[config.mk]
export PLATFORM = sky130hd
export DESIGN_NAME = oled_seq_arb
export DESIGN_NICKNAME = d
export VERILOG_FILES = /design/src/rtl/oled_pkg.sv /design/src/rtl/oled_seq_arb_rr_arbiter.sv /design/src/rtl/oled_seq_arb.sv
export SDC_FILE = /design/constraint.sdc
export NUM_CORES = 1
export LEC_CHECK = 0
export BUFFER_PORTS_ARGS = -buffer_cell sky130_fd_sc_hd__buf_2
export CORE_UTILIZATION = 52
export DETAILED_ROUTE_END_ITERATION = 10
export PLACE_DENSITY = 0.92
export RECOVER_POWER = 100
export SYNTH_ARGS = -nofsm -noshare
export SYNTH_HDL_FRONTEND = slang
export SYNTH_SLANG_ARGS = --single-unit
[constraint.sdc]
create_clock -name clk -period 5.6 [get_ports clk]
set_clock_uncertainty 0.2 [all_clocks]
set_input_delay 0.56 -clock clk [delete_from_list [all_inputs] [get_ports clk]]
set_output_delay 0.56 -clock clk [all_outputs]
set_load 0.1 [all_outputs]
[src/rtl/oled_pkg.sv]
// Shared definitions for the OLED command-sequencer arbiter.
package oled_pkg;

  // Arbiter FSM states.
  typedef enum logic [1:0] {
    ST_IDLE  = 2'd0,
    ST_START = 2'd1,
    ST_RUN   = 2'd2,
    ST_FIN   = 2'd3
  } state_t;

  // 7-bit I2C address of the SSD1306-class panel.
  localparam logic [6:0] OLED_CHIP_ADDR = 7'h3C;

  // Default watchdog limit in clk cycles.
  localparam logic [19:0] DEF_TIMEOUT_CYCLES = 20'd1000000;

  // Well-known channel indices.
  localparam int CH_INIT = 0;
  localparam int CH_DISP = 1;

  // Increment a channel index with wrap at n (n need not be a power of 2).
  function automatic int wrap_inc(input int idx, input int n);
    return (idx + 1 >= n) ? 0 : idx + 1;
  endfunction

endpackage

[src/rtl/oled_seq_arb_rr_arbiter.sv]
// Combinational channel picker: fixed priority or round-robin from rr_ptr.
module rr_arbiter #(
  parameter int NUM_CH   = 4,
  parameter int CH_W     = 2,
  parameter int ARB_MODE = 1
) (
  input  logic [NUM_CH-1:0] pending,
  input  logic [CH_W-1:0]   rr_ptr,
  output logic [CH_W-1:0]   winner,
  output logic              valid
);

  int          base;
  int          idx;
  logic [CH_W-1:0] sel;

  // Scan upward from the base index with wrap; first set bit wins.
  always_comb begin
    // NOTE: every signal gets a default before any branch so no latch is inferred.
    winner = '0;
    valid  = 1'b0;
    idx    = 0;
    sel    = '0;
    base   = (ARB_MODE == 0) ? 0 : int'(rr_ptr);
    for (int k = 0; k < NUM_CH; k++) begin
      idx = base + k;
      if (idx >= NUM_CH) idx = idx - NUM_CH;
      sel = CH_W'(idx);
      if (!valid && pending[sel]) begin
        winner = sel;
        valid  = 1'b1;
      end
    end
  end

endmodule

[src/rtl/oled_seq_arb.sv]
// Arbitrates NUM_CH OLED command sequencers onto one i2c_master write port.
module oled_seq_arb
  import oled_pkg::*;
#(
  parameter int              NUM_CH         = 4,
  parameter int              CH_W           = 2,
  parameter int              ARB_MODE       = 1,
  parameter int              TO_W           = 20,
  parameter logic [TO_W-1:0] TIMEOUT_CYCLES = TO_W'(DEF_TIMEOUT_CYCLES)
) (
  input  logic                clk,
  input  logic                reset,
  input  logic [NUM_CH-1:0]   req,
  output logic [NUM_CH-1:0]   pending,
  output logic [NUM_CH-1:0]   ch_start,
  output logic [NUM_CH-1:0]   ch_abort,
  input  logic [NUM_CH-1:0]   ch_done,
  input  logic [NUM_CH*8-1:0] ch_reg_addr,
  input  logic [NUM_CH*8-1:0] ch_reg_data,
  input  logic [NUM_CH-1:0]   ch_write_en,
  output logic [NUM_CH-1:0]   ch_i2c_done,
  output logic [7:0]          i2c_reg_addr,
  output logic [7:0]          i2c_reg_data,
  output logic                i2c_write_en,
  input  logic                i2c_done,
  output logic                busy,
  output logic                done,
  output logic [CH_W-1:0]     done_ch,
  output logic                timeout,
  output logic [CH_W-1:0]     grant
);

  logic [NUM_CH-1:0] sync1, sync2, sync3, rise;
  logic [NUM_CH-1:0] grant_oh, pend_clr;
  logic [CH_W-1:0]   rr_ptr, win;
  logic              win_vld, grant_done, hit_timeout;
  logic [TO_W-1:0]   wd;
  state_t            state, state_nxt;

  rr_arbiter #(
    .NUM_CH   (NUM_CH),
    .CH_W     (CH_W),
    .ARB_MODE (ARB_MODE)
  ) u_arb (
    .pending (pending),
    .rr_ptr  (rr_ptr),
    .winner  (win),
    .valid   (win_vld)
  );

  assign rise        = sync2 & ~sync3;
  assign grant_oh    = NUM_CH'(1) << grant;
  assign grant_done  = ch_done[grant];
  assign busy        = (state != ST_IDLE);
  // ch_done beats the watchdog when both land in the same cycle.
  assign hit_timeout = (state == ST_RUN) && (wd == TIMEOUT_CYCLES - TO_W'(1))
                       && !i2c_done && !grant_done;

  // Two-flop synchroniser plus edge register for the request levels.
  always_ff @(posedge clk or negedge reset) begin
    if (!reset) begin
      sync1 <= '0;
      sync2 <= '0;
      sync3 <= '0;
    end else begin
      // NOTE: sequential state uses non-blocking assignment so the chain shifts one stage per clock.
      sync1 <= req;
      sync2 <= sync1;
      sync3 <= sync2;
    end
  end

  // FSM state register.
  always_ff @(posedge clk or negedge reset) begin
    if (!reset) state <= ST_IDLE;
    else        state <= state_nxt;
  end

  // Next-state logic and decoded per-state outputs, including the RUN-only mux.
  always_comb begin
    state_nxt    = state;
    ch_start     = '0;
    ch_abort     = '0;
    ch_i2c_done  = '0;
    i2c_reg_addr = 8'h00;
    i2c_reg_data = 8'h00;
    i2c_write_en = 1'b0;
    done         = 1'b0;
    timeout      = 1'b0;
    pend_clr     = '0;
    case (state)
      ST_IDLE: if (win_vld) state_nxt = ST_START;
      ST_START: begin
        ch_start  = grant_oh;
        state_nxt = ST_RUN;
      end
      ST_RUN: begin
        i2c_reg_addr = ch_reg_addr[int'(grant)*8 +: 8];
        i2c_reg_data = ch_reg_data[int'(grant)*8 +: 8];
        i2c_write_en = ch_write_en[grant];
        ch_i2c_done  = grant_oh & {NUM_CH{i2c_done}};
        if (grant_done) begin
          state_nxt = ST_FIN;
        end else if (hit_timeout) begin
          ch_abort  = grant_oh;
          timeout   = 1'b1;
          pend_clr  = grant_oh;
          state_nxt = ST_IDLE;
        end
      end
      ST_FIN: begin
        done      = 1'b1;
        pend_clr  = grant_oh;
        state_nxt = ST_IDLE;
      end
      default: state_nxt = ST_IDLE;
    endcase
  end

  // Pending queue, grant, round-robin pointer, completion index and watchdog.
  always_ff @(posedge clk or negedge reset) begin
    if (!reset) begin
      pending <= '0;
      grant   <= '0;
      rr_ptr  <= '0;
      done_ch <= '0;
      wd      <= '0;
    end else begin
      // A fresh edge overrides a same-cycle clear so the channel is served again.
      pending <= (pending & ~pend_clr) | rise;
      if (state == ST_IDLE && win_vld) grant <= win;
      if (state == ST_FIN) rr_ptr <= CH_W'(wrap_inc(int'(grant), NUM_CH));
      if ((state == ST_RUN && grant_done) || hit_timeout) done_ch <= grant;
      if (state == ST_START) begin
        wd <= '0;
      end else if (state == ST_RUN) begin
        if (i2c_done)     wd <= '0;
        else if (wd != '1) wd <= wd + TO_W'(1);
      end
    end
  end

endmodule

; Word-level counts from Yosys, hierarchy flattened
; Index checks and enable logic that the tools add are counted.
[word_totals]
reg_bits = 44
in_bits = 79
out_inout_bits = 40
elab_cells = 110
[classes]
add_sub_neg = 9
n_lt_le_gt_ge = 10
n_eq_ne = 7
n_shift = 3
muxes = 46
bitwise = 6
n_reduce_logical = 20
[op_table]
columns = operator, count
row1 = $mux 20, 4
row2 = $shiftx 32x6->8, 2
row3 = $mux 2, 12
row4 = $add 20x1->20 const B, 1
row5 = $eq 20x20->1 const B, 1
row6 = $mux 4, 5
row7 = $ne 20x20->1 const B, 1
row8 = $mux 8, 2
row9 = $lt 2x3->1 const B, 5
row10 = $mux 1, 15
row11 = $and 4x4->4, 3
row12 = $bmux 1 s2, 6
row13 = $ge 3x3->1 const B, 4
row14 = $logic_and 1x1->1, 8
row15 = $not 4->4, 2
row16 = $pmux 2 s4, 1
row17 = $pmux 4 s2, 1
row18 = $sub 2x1->2 const B, 4
row19 = $add 2x1->3 const B, 2
row20 = $add 2x2->3 const B, 2
row21 = $logic_not 1->1, 5
row22 = $eq 2x2->1 const B, 2
row23 = $or 4x4->4, 1
row24 = $reduce_and 2->1, 2
row25 = other kinds (9), 10

; Depth between registers and ports, before layout
[logic_depth]
depth_word = 16
depth_mapped = 9

; By module
; Synthesis repeated with hierarchy kept, for this count alone.
[hier_totals]
cells_unflattened = 317
area_unflattened_um2 = 3118.0
[modules_own_cells]
columns = module, instances, cells_each, area_each_um2
row1 = oled_seq_arb, 1, 302, 3040.4
row2 = rr_arbiter, 1, 15, 77.6

; Least setup slack after synthesis
; OpenSTA, ideal clock, no wires.
[synth_path]
path_kind = register to output
start = register grant[0]
end = output ch_abort[0]
arrival_time_ns = 3.949
required_ns = 4.840
slack_ns = 0.891
stages_incl_launch_ff = 4
path_cell_list = dfrtp_1 mux4_2 nor3_2 and2_1
[synth_via]
elab_chain_cells = 7
elab_cells_between_ends = 8
[synth_lines]
columns = element, line
row1 = from (decl), oled_seq_arb.sv:30  ; output logic [CH_W-1:0] grant
row2 = from (signal assigned), oled_seq_arb.sv:131  ; if (state == ST_IDLE && win_vld) grant <= win;
row3 = $bmux 1 s2, oled_seq_arb.sv:53  ; assign grant_done = ch_done[grant];
row4 = $mux 1 (not written as such), oled_seq_arb.sv:53
row5 = $logic_not 1->1, oled_seq_arb.sv:57  ; && !i2c_done && !grant_done;
row6 = $logic_and 1x1->1, oled_seq_arb.sv:57
row7 = $mux 4, oled_seq_arb.sv:104  ; end else if (hit_timeout) begin
row8 = $mux 4 *, oled_seq_arb.sv:102  ; if (grant_done) begin
row9 = $mux 4 *, oled_seq_arb.sv:91  ; case (state)
row10 = to (decl), oled_seq_arb.sv:16  ; output logic [NUM_CH-1:0] ch_abort,
; Every way passes the cells marked *; elsewhere a longest branch is shown, timed or not. The select of a mux whose other input is x is not followed.

; Worst setup path in the final report
[layout_path]
start = register state[0]
end = output timeout
[layout_via]
elab_chain_cells = 7
[layout_lines]
columns = element, line
row1 = from (decl), oled_seq_arb.sv:38  ; state_t state, state_nxt;
row2 = from (signal assigned), oled_seq_arb.sv:76  ; else state <= state_nxt;
row3 = $eq 2x2->1 *, "oled_seq_arb.sv:56, oled_seq_arb.sv:91"
row4 = $logic_and 1x1->1, oled_seq_arb.sv:56  ; assign hit_timeout = (state == ST_RUN) && (wd == TIMEOUT_CYCLES - TO_W'(1))
row5 = $logic_and 1x1->1 (2 in a row), oled_seq_arb.sv:57
row6 = $mux 1, oled_seq_arb.sv:104
row7 = $mux 1, oled_seq_arb.sv:102
row8 = $mux 1 *, oled_seq_arb.sv:91
row9 = to (decl), oled_seq_arb.sv:29  ; output logic timeout,
; Every way passes the cells marked *; elsewhere a longest branch is shown, timed or not.

==> results.sh <==
export IMPL_outcome="complete, but fails checks"
export IMPL_failed_checks="capacitance limit, slew limit"
export IMPL_worst_ir_drop_vdd_mv=0.4120
export IMPL_synthesized_area_mm2=0.002819
export IMPL_ys_seq_elements=44
export IMPL_floorplan_die_area_mm2=0.005719
export IMPL_path_max_fanout=25
export IMPL_count_of_max_cap_constraint_violations=1
export IMPL_cts_root_buf="sky130_fd_sc_hd__clkbuf_8"
export IMPL_worstMarginPinSlew_ns=2.302
export IMPL_preCtsSetupSlack_ns=1.961
export IMPL_dominant_register_cell_in_the_synthesized_netlist="sky130_fd_sc_hd__dfrtp_1"
export IMPL_synth_nets=356
export IMPL_total_area_of_multi_input_combinational_cells_mm2=0.001587
export IMPL_setup_worst_path_class="reg2out"
export IMPL_cts_repair_timing_setup_buffer_count=0
export IMPL_r2r_cells=7
export IMPL_critical_path_reg2reg_endpoint="done_ch[1]$_DFFE_PN0P_"
export IMPL_ys_warnings_count=0
export IMPL_grt_first_pass_wirelength_um=11870
export IMPL_holdCritStartpoint="sync1[3]$_DFF_PN0_"
export IMPL_critical_path_max_stage_delay_ns=0.93
export IMPL_drt_initial_drc_count=158
export IMPL_total_clock_sinks=44
export IMPL_drt_drc_violations_left=0
export IMPL_worstPathCellList="inv_1, ha_1, nor4bb_1, nand4_1, nor3_1, clkbuf_1"
export IMPL_globalplace_congestion=0.9110
export IMPL_drt_wirelength_per_cell_um=17.43
export IMPL_clock_tree_buffer_depth=2
export IMPL_synth_yosys_seq_area_share_pct=39.06
export IMPL_ports_placed_on_the_boundary=119
export IMPL_timing_setup_tns_ns=0
export IMPL_area_growth_pct=23.83
export IMPL_synth_cells=267
export IMPL_hold_path_class="reg2reg"
export IMPL_critical_path_required_ns=4.84
export IMPL_unique_masters_post_synth=53
export IMPL_via_per_inst=5.857
export IMPL_final_seq_area_mm2=0.001101
export IMPL_synthDominantAreaCellType="sky130_fd_sc_hd__dfrtp_1"
export IMPL_n_fill_cell=409
export IMPL_startpoint_type="flop"
export IMPL_syn_area_per_cell_um2=10.56
export IMPL_period_minus_slack_ns=4.552
export IMPL_min_path_cells=0
export IMPL_post_synth_top_area_fraction_pct=39.06
export IMPL_core_region_area_mm2=0.005172
export IMPL_fmax_ghz=0.2197
export IMPL_slowest_stage="sky130_fd_sc_hd__clkbuf_1"
export IMPL_start_util_pct=54.50
export IMPL_die_w_um=75.63
export IMPL_initial_antenna_violation_count=0
export IMPL_timing_hold_worst_endpoint="sync2[3]$_DFF_PN0_"
export IMPL_cts_repair_resize_count=0
export IMPL_synth_async_sr_flop_share_pct=100.0
export IMPL_drive_gt1_share_pct=32.55
export IMPL_worst_hold_slack_ns=0.1543
export IMPL_clk_transition_reported_paths_ns=0.09
export IMPL_numCtsBuffers=5
export IMPL_r2r_slack_ns=2.21
export IMPL_vias=2659
export IMPL_remaining_antenna_violation_count_after_routing=0
export IMPL_final_wirelength_um=7914
export IMPL_cts_htree_levels=2
export IMPL_finish_utilization_pct=67.49
export IMPL_timing_critical_path_arrival_ns=3.79
export IMPL_power_leakage_nw=1.605
export IMPL_rsz0062_at_grt="false"
export IMPL_layout_cells_most_common="sky130_fd_sc_hd__buf_2"
export IMPL_cts_tree="built"
export IMPL_crit_path_end_kind="primary output"
export IMPL_report_final_hold_viol_count=0
export IMPL_fin_crit_sh_pct=81.29
export IMPL_synth_enable_flop_cells=0
export IMPL_first_global_vias=2472
export IMPL_slack_of_the_critical_path_ns=1.048
export IMPL_diodes=0
export IMPL_final_nets=472
export IMPL_core_rowCount=26
export IMPL_power_density_cell_area_mw_per_mm2=547.5
export IMPL_layout_cells_most_common_list="sky130_fd_sc_hd__buf_2 (81), sky130_fd_sc_hd__dfrtp_1 (44), sky130_fd_sc_hd__clkbuf_1 (37)"
export IMPL_grt_start_max_net_pins=45
export IMPL_die_height_um=75.63
export IMPL_port_buffers=118
export IMPL_detailedPlacementHpwl_um=6086
export IMPL_max_slew_margin_rel_pct=-53.46
export IMPL_first_pass_iters=4
export IMPL_setup_viol=0
export IMPL_clk_insertion_delay_late_ns=0.30
export IMPL_cts_hold_buffers=0
export IMPL_ys_top_cells_by_area="sky130_fd_sc_hd__dfrtp_1 (39%), sky130_fd_sc_hd__mux4_2 (14%), sky130_fd_sc_hd__and2_1 (4.9%), sky130_fd_sc_hd__ha_1 (4.4%), sky130_fd_sc_hd__nor2_1 (2.7%)"
export IMPL_grt_overflow_total=0
export IMPL_grt_total_usage_pct=28.04
export IMPL_report_final_slew_viol_count=45
export IMPL_r2r_start="state[0]$_DFFE_PN0P_"
## logic make-up after synthesis
logic type	after synthesis	share of synthesized area, %
AND/OR/NAND/NOR	111	22.86
AO/OA/AOI/OAI	50	11.67
flip-flops	44	39.06
buffers and inverters	23	3.861
multiplexers	22	15.93
adder cells (fa/ha/maj)	10	4.439
XOR/XNOR	7	2.175
## final cells by class
cell class	instances	area share (%)
clock buffers	5	1.971
well taps	70	2.509
flip-flops and latches	44	31.54
inverters	13	1.398
multi-input cells	200	45.45
repair buffers	119	15.81
clock inverters	3	1.326
## flip-flops by register name, indices dropped and copies added (netlist names)
| register | cells |
|---|---|
| rr_ptr | 2 |
| pending | 4 |
| sync2 | 4 |
| done_ch | 2 |
| state | 2 |
| sync3 | 4 |
| wd | 20 |
| sync1 | 4 |
| grant | 2 |
## where the power goes
group | switching [W] | internal, W
registers | 0.0000743 | 0.000368
clock network | 0.000112 | 0.000134
logic | 0.000926 | 0.000298
## synthesized netlist by cell type (4+ instances only)
cell,count
sky130_fd_sc_hd__o21ai_0,13
sky130_fd_sc_hd__and2_1,22
sky130_fd_sc_hd__and3_1,6
sky130_fd_sc_hd__nand4_1,8
sky130_fd_sc_hd__nand3_1,10
sky130_fd_sc_hd__nor2_1,20
sky130_fd_sc_hd__a21oi_1,10
sky130_fd_sc_hd__nand2_1,16
sky130_fd_sc_hd__and2_2,5
sky130_fd_sc_hd__o31ai_1,5
sky130_fd_sc_hd__ha_1,10
sky130_fd_sc_hd__dfrtp_1,44
sky130_fd_sc_hd__mux4_2,18
sky130_fd_sc_hd__xnor2_1,4
sky130_fd_sc_hd__a22o_1,4
sky130_fd_sc_hd__inv_1,13
## through the flow
step	area, um2	std cells	power [W]
after floorplan	2819	267	0.001486
after global placement	3445	446	0.001659
after detailed placement	3445	446	0.001692
after CTS	3560	454	0.001939
after global routing	3491	454	0.002007
final	3491	454	0.001911
## worst max-delay path by stage
stage | depth (start not counted) | to | slack (ns) | from
finish | 6 | timeout | 1.05 | state[0]$_DFFE_PN0P_
global route | 6 | timeout | 0.83 | state[0]$_DFFE_PN0P_
CTS | 7 | ch_abort[2] | 1.63 | state[0]$_DFFE_PN0P_
detailed placement | 7 | ch_abort[1] | 1.96 | state[0]$_DFFE_PN0P_
global placement | 7 | ch_abort[0] | 2.17 | state[0]$_DFFE_PN0P_
floorplan | 3 | ch_abort[0] | 0.89 | grant[0]$_DFFE_PN0P_
## per-layer routing
| layer | global-route usage [%] | wire length (um) |
|---|---|---|
| met5 | 0 | 0 |
| met4 | 13.37 | 252 |
| met3 | 7.275 | 633 |
| met2 | 46.53 | 3954 |
| met1 | 34.25 | 3073 |
## worst max-delay path: cells and delay by family (launching register included)
family | cells | cell delay [ns]
AND/OR/NAND/NOR | 3 | 1.45
adder cells (fa/ha/maj) | 1 | 0.55
buffers and inverters | 2 | 1.05
flip-flops | 1 | 0.43
Note: power is estimated with default switching activity, not from simulation.
